$ cat src/rtl/daisychain_segment.sv
// Parametrised scan-chain segment with capture, bypass,
// shift-length counting and length-checked shadow update.
module daisychain_segment #(
  parameter int                    DATA_LEN     = 8,
  parameter bit                    STRICT       = 1'b1,
  parameter logic [DATA_LEN-1:0]   UPDATE_RESET = '0,
  localparam int                   CW           = $clog2(DATA_LEN+2)
) (
  input  logic                clk,
  input  logic                reset,
  input  logic                data_in,
  input  logic                enable,
  input  logic                capture,
  input  logic                update,
  input  logic                bypass,
  input  logic [DATA_LEN-1:0] bit_in,
  output logic                data_out,
  output logic [DATA_LEN-1:0] bit_out,
  output logic [CW-1:0]       shift_count,
  output logic                len_err
);

  localparam logic [CW-1:0] LEN_C = CW'(DATA_LEN);
  localparam logic [CW-1:0] MAX_C = CW'(DATA_LEN + 1);

  logic [DATA_LEN-1:0] r_sr;
  logic [DATA_LEN-1:0] r_bit_out;
  logic [CW-1:0]       r_cnt;
  logic                r_byp;
  logic                r_len_err;
  logic                w_len_ok;

  assign w_len_ok = !STRICT || (r_cnt == LEN_C);

  always_ff @(posedge clk or negedge reset) begin
    if (!reset) begin
      r_sr      <= '0;
      r_byp     <= 1'b0;
      r_cnt     <= '0;
      r_len_err <= 1'b0;
      r_bit_out <= UPDATE_RESET;
    end else if (capture) begin
      r_sr      <= bit_in;
      r_cnt     <= '0;
      r_len_err <= 1'b0;
    end else if (update) begin
      // bypassed segments ignore update completely
      if (!bypass) begin
        r_cnt <= '0;
        if (w_len_ok) r_bit_out <= r_sr;
        else          r_len_err <= 1'b1;
      end
    end else if (enable) begin
      if (bypass) begin
        r_byp <= data_in;
      end else begin
        r_sr <= {data_in, r_sr[DATA_LEN-1:1]};
        if (r_cnt != MAX_C) r_cnt <= r_cnt + 1'b1;
      end
    end
  end

  assign data_out    = bypass ? r_byp : r_sr[0];
  assign bit_out     = r_bit_out;
  assign shift_count = r_cnt;
  assign len_err     = r_len_err;

endmodule

$ cat config.mk
export PLATFORM = sky130hd
export DESIGN_NAME = daisychain_segment
export DESIGN_NICKNAME = d
export VERILOG_FILES = /design/src/rtl/daisychain_segment.sv
export SDC_FILE = /design/constraint.sdc
export NUM_CORES = 1
export LEC_CHECK = 0
export ABC_CLOCK_PERIOD_IN_PS = 2500
export CAP_MARGIN = 0
export CORE_MARGIN = 1
export CORE_UTILIZATION = 54
export CTS_BUF_LIST = sky130_fd_sc_hd__clkbuf_8
export DETAILED_ROUTE_END_ITERATION = 10
export GPL_TIMING_DRIVEN = 0
export PLACE_DENSITY_LB_ADDON = 0.15
export SYNTH_ARGS = -nofsm -noshare
export SYNTH_HDL_FRONTEND = slang
export SYNTH_SLANG_ARGS = --single-unit
$ cat constraint.sdc
create_clock -name clk -period 2.5 [get_ports clk]
set_input_delay 0.5 -clock clk [delete_from_list [all_inputs] [get_ports clk]]
set_output_delay 0.5 -clock clk [all_outputs]
set_load 0.005 [all_outputs]
==> Word level (Yosys, flattened, before mapping) <==
Cells that the tools add are included.
{ "word_totals": {"word_cells": 38, "regBits": 22} }
{ "op_classes": {"n_eq_ne": 5, "n_mux": 15, "n_addsub": 1, "bitwise": 3, "reduce_logical": 9} }
{ "op_table": {"columns": ["op", "count"], "rows": [
  ["8-bit two-way mux", 4],
  ["4-bit two-way mux", 6],
  ["3-bit AND reduction", 3],
  ["4-bit AND reduction", 2],
  ["2-bit inequality test (second input constant)", 3],
  ["3-bit nonzero test", 2],
  ["1-bit two-way mux", 5],
  ["4-bit by 1-bit adder with 4-bit output (second input constant)", 1],
  ["4-bit == test (second input constant)", 1],
  ["4-bit inequality test (second input constant)", 1],
  ["2-bit nonzero test", 2],
  ["1-bit inverter", 3]
]} }

==> Longest topological paths before layout <==
{ "depth": {"depth_word": 6, "depth_mapped": 6, "depth_no_buf": 5} }

==> Least setup slack after synthesis <==
No wires, ideal clock.
{ "synth_timing": {"path_type": "reg2reg", "start": "reg r_cnt[0] (netlist: shift_count[0])", "end": "reg r_bit_out[0] (netlist: bit_out[0])", "stages_incl_launch_ff": 7, "setup_slack_ps": 847, "path_buffers": 1, "t_arrival_ps": 1528, "path_cell_list": "dfrtp_1 > inv_1 > ha_1 > nand3b_1 > or3_1 > buf_6 > mux2_4"} }
{ "synth_between": {"elab_chain_len": 2} }
{ "synth_lines": {"columns": ["element", "line_no", "rtl"], "rows": [
  ["start, declared", "28", "logic [CW-1:0] r_cnt;"],
  ["start signal, assigned", "58", "if (r_cnt != MAX_C) r_cnt <= r_cnt + 1'b1;"],
  ["4-bit == test", "33", "assign w_len_ok = !STRICT || (r_cnt == LEN_C);"],
  ["4-bit AND reduction (no line)", null, null],
  ["end signal, assigned", "50", "if (w_len_ok) r_bit_out <= r_sr;"],
  ["end, declared", "27", "logic [DATA_LEN-1:0] r_bit_out;"]
]} }
No other way between the ends.
A chain may end at the register's enable or synchronous reset.

==> Worst setup path after layout <==
{ "layout_timing": {"start": "reg r_sr[0]", "end": "out data_out"} }
{ "layout_between": {"elab_chain_len": 1} }
{ "layout_lines": {"columns": ["element", "line_no", "rtl"], "rows": [
  ["start, declared", "26", "logic [DATA_LEN-1:0] r_sr;"],
  ["start signal, assigned", "43", "r_sr <= bit_in;"],
  ["start signal, assigned", "57", "r_sr <= {data_in, r_sr[DATA_LEN-1:1]};"],
  ["1-bit two-way mux", "63", "assign data_out = bypass ? r_byp : r_sr[0];"],
  ["end, declared", "17", "output logic data_out,"]
]} }
No other way between the ends.

==> impl.org <==
** Yosys
- The number of different library cells used by synthesis comes to 28.
- After synthesis, the cell types taking the most area are sky130_fd_sc_hd__dfrtp_1 49%, sky130_fd_sc_hd__mux2_4 11%, sky130_fd_sc_hd__mux2i_1 8.0%.
- Synthesized netlist cell count :: 96
- Proportion of synthesized area in mux cells :: about 21%
- Leading post-synthesis cells by instance count :: 22 x sky130_fd_sc_hd__dfrtp_1, 9 x sky130_fd_sc_hd__mux2i_1, 9 x sky130_fd_sc_hd__nand2_1, 8 x sky130_fd_sc_hd__mux2_4, 8 x sky130_fd_sc_hd__o21ai_0
- Cell type contributing the most total cell area after synthesis :: sky130_fd_sc_hd__dfrtp_1
- After synthesis the netlist holds a flip-flop and latch count of 22.
- Most used DFF post-synth :: sky130_fd_sc_hd__dfrtp_1
- Share of synthesized cell area in full adder, half adder and majority cells :: under 10%
- Syn Std Cell Area :: 1127 um^2
- Synth Net Count :: roughly 110
- Post-synth EDFFs :: 0
- For this run, the number of Yosys warnings is 0.
- Fraction of registers with async set/reset :: 100.0%
- XOR/XNOR share of the synthesized area :: 0%
- Sequential elements use 48.83% of the synthesized area.
- After synthesis, the largest family of logic cells by area is multiplexers.
- Mean instance size in the synthesized netlist :: around 12 um^2
- By instance count, the leading cell after synthesis is sky130_fd_sc_hd__dfrtp_1.
- Post-synthesis simple-gate area fraction :: roughly 14%
- Synthesized-area fraction occupied by ao, oa, aoi and oai cells :: between 7 and 8%
- The share of synthesized area in the top cell type comes to 48.83%.

** STA
- Summed over all failing endpoints, the final setup total negative slack is 0 ns.
- Top achievable clock speed :: roughly 530 MHz
- Setup repair after global routing missed its margin :: no
- Final Hold Vio Count :: 0
- After layout, the worst path uses between 70% and 80% of the clock period.
- Max_slew headroom :: between 30 and 40%
- For the pin with the worst max-slew slack, the measured transition is roughly 0.95 ns.
- Final count of pins violating max slew :: 0
- Final setup violation count :: 0
- For the finished layout, the period the worst path requires is roughly 1.9 ns.
- Worst clock skew :: 0.005120 ns

** Clock tree
- Once the clock tree was built, the resizer swapped 0 gates to a different size.
- Postcts setup bufs :: 0
- H-tree levels :: 1
- Clock Root Buffer :: sky130_fd_sc_hd__clkbuf_8
- The tree built by TritonCTS fans out to 22 sinks.
- Clk Latency, worst-skew pair :: 0.27 ns
- Buffers inserted to repair hold after CTS numbered 0.
- After clock tree synthesis, the clock-pin slew on the worst setup and hold paths is 0.08 ns.
- TritonCTS built the clock tree.
- TritonCTS buffer count :: 3
- Counting along the longest clock path gives a buffer depth of 2.

** Power
- Leak Pwr :: 0.6552 nW
- Power per unit of standard cell area :: around 550 nW/um^2
- VDD sags by at most between 0.3 and 0.4 mV.

** Min path
- The worst hold path terminates at len_err$_DFFE_PN0P_.
- The tightest min-delay check is of the reg -> reg type.
- The worst hold path passes through 2 cells.
- The startpoint identified for the worst hold timing path is len_err$_DFFE_PN0P_.

** Flow run
- The tool flagged a number of max-cap violations equal to 0.

** Floorplanning
- The die is 47.69 um wide.
- Row generation in the floorplan step produced 16 rows.
- Chip Height :: between 40 and 50 um
- Top-level port count :: 29
- Core region area :: around 2000 um^2
- The floorplan step defined a die boundary enclosing 2274 um^2.
- Initial Util :: a little under three fifths

** GRT
- The first global-routing pass estimated between 3000 and 4000 um of wire.
- Entering global routing, the biggest net connects 23 pins.
- Initial antenna violation count :: 0
- Via count of the first global-routing pass :: just under 800
- The total overflow left after global routing is 0.
- Global routing used a little under a quarter of the available tracks.

** Route
- Post-route antenna net violation count :: 0
- Drt first-iter violations :: 12
- First-pass detailed-route iteration total :: 4
- Via count :: 845
- DRC errors left :: 0
- The final layout contains routed wiring with a total length of 2283 um.
- Using the TritonRoute via totals, the vias-per-cell ratio works out to 5.523.
- After detailed routing, the average wire length per cell comes to around 15 um.

** Placement
- Detailed placement finished with a half-perimeter wire length of about 1500 um.
- Placed Instance Area :: 1421 um^2
- Number of I/O port buffers :: 26
- At the end of routability-driven placement, the weighted congestion stood at between 0.7 and 0.8.
- Count of placed standard cells including taps :: around 150

** Layout
- The repair_antennas step left the layout with diodes totalling 0.
- Fill cell count :: roughly 160
- The finished layout holds roughly 150 standard cells, fillers aside.
- Total Nets Final :: about 150
- After routing the design area is between 1000 and 1500 um^2.
- Cells with a size suffix above 1 make up between 15 and 20% of the layout.
- Signed area change from the synthesized netlist to the final layout :: 32.41%

** Worst setup path
- Data arrives at the worst endpoint at 1.38 ns.
- Across all register-to-register paths, the minimum setup slack is about 0.73 ns.
- STA classifies the critical path startpoint as a register.
- Highest net fanout along the worst path :: 3
- The worst register-to-register path begins at shift_count[0]$_DFFE_PN0P_.
- The critical path in this run is classified as reg -> out.
- Depth of the worst register-to-register path :: 6
- In this run the critical register-to-register path is captured at bit_out[7]$_DFFE_PN0P_.
- Crit. End Element :: output pin
- For the worst setup path, the data required time is roughly 2 ns.

** Outcome
- The flow ran to the end, and the final reports show no timing, DRC or antenna violations.
[critical path, cell delays in order, from the launching register on]
cell and delay, ns:
sky130_fd_sc_hd__dfrtp_1 0.41, sky130_fd_sc_hd__mux2_2 0.27, sky130_fd_sc_hd__clkdlybuf4s50_1 0.44
[layout make-up]
cell class / instances / area (um^2) / area share [%]
Multi-Input combinational cell: 64 / 519.2 / 34.79
Tap cell: 27 / 33.78 / 2.263
Clock buffer: 3 / 41.29 / 2.766
Sequential cell: 22 / 550.5 / 36.88
Inverter: 4 / 15.01 / 1.006
Buffer: 6 / 42.54 / 2.850
Timing Repair Buffer: 26 / 260.3 / 17.44
Clock inverter: 1 / 30.03 / 2.012
[through the flow]
step | utilization [%] | total power (W) | hold slack, ns | setup slack [ns]
after global placement | 72.45 | 0.0004968 | 0.4909 | 0.5057
after CTS | 76.08 | 0.0008358 | 0.5169 | 0.6070
after detailed placement | 72.45 | 0.0004998 | 0.4968 | 0.4562
after global routing | 76.08 | 0.0008600 | 0.5403 | 0.5776
final | 76.08 | 0.0008284 | 0.5103 | 0.6160
after floorplan | - | 0.0004444 | 0.2044 | 0.8471
[layer usage]
metal / vias to the layer above / part of all wire, % / global-route usage, %
met3: 4 / 4.2 / 3.774
met4: 0 / 1.0 / 10.00
met1: 415 / 47 / 31.48
met5: - / 0 / 0
met2: 22 / 47 / 35.95
li1: 404 / - / -
[flip-flops by register name (all words and copies together) (netlist names)]
name and count:
bit_out 8, r_sr 8, shift_count 4, len_err 1, r_byp 1
[worst max-delay path by stage]
stage                                     from                     end  slack [ns]  cells after the start
floorplan           shift_count[0]$_DFFE_PN0P_  bit_out[0]$_DFFE_PN0P_        0.85                      6
global placement                       capture  bit_out[5]$_DFFE_PN0P_        0.51                      4
detailed placement                      enable     r_sr[2]$_DFFE_PN0P_        0.46                      5
CTS                        r_sr[0]$_DFFE_PN0P_                data_out        0.61                      2
global route               r_sr[0]$_DFFE_PN0P_                data_out        0.58                      2
finish                     r_sr[0]$_DFFE_PN0P_                data_out        0.62                      2
[layout by cell type (no fill, tap or decap), drive strengths merged]
master,count
clkdlybuf4s50,26
a211o,1
or3,1
clkbuf,5
or3b,1
buf,4
nand2b,1
or2b,1
nor3,1
inv,4
nor3b,2
nand3,4
nand3b,4
o221ai,1
ha,3
o21ai,8
a21oi,1
dfrtp,22
a2111o,1
nand2,9
or4,1
mux2,10
a31oi,2
bufinv,1
mux2i,9
nor2,2
nand4,1
[kinds of logic (layout without fill, tap and decap cells)]
logic type | Yosys count | after routing
buf+inv | 10 | 40
simple gates | 28 | 28
flops | 22 | 22
fa+ha+maj | 3 | 3
mux | 19 | 19
compound gates | 14 | 14
[power breakdown]
group / internal, W / leakage (nW) / switching [W] / total, W
Clock: 0.000214 / 0.0357 / 0.000121 / 0.000335
Combinational: 0.0000583 / 0.330 / 0.0000423 / 0.000101
Sequential: 0.000376 / 0.289 / 0.0000164 / 0.000392
Note: power is estimated with default switching activity, not from simulation.
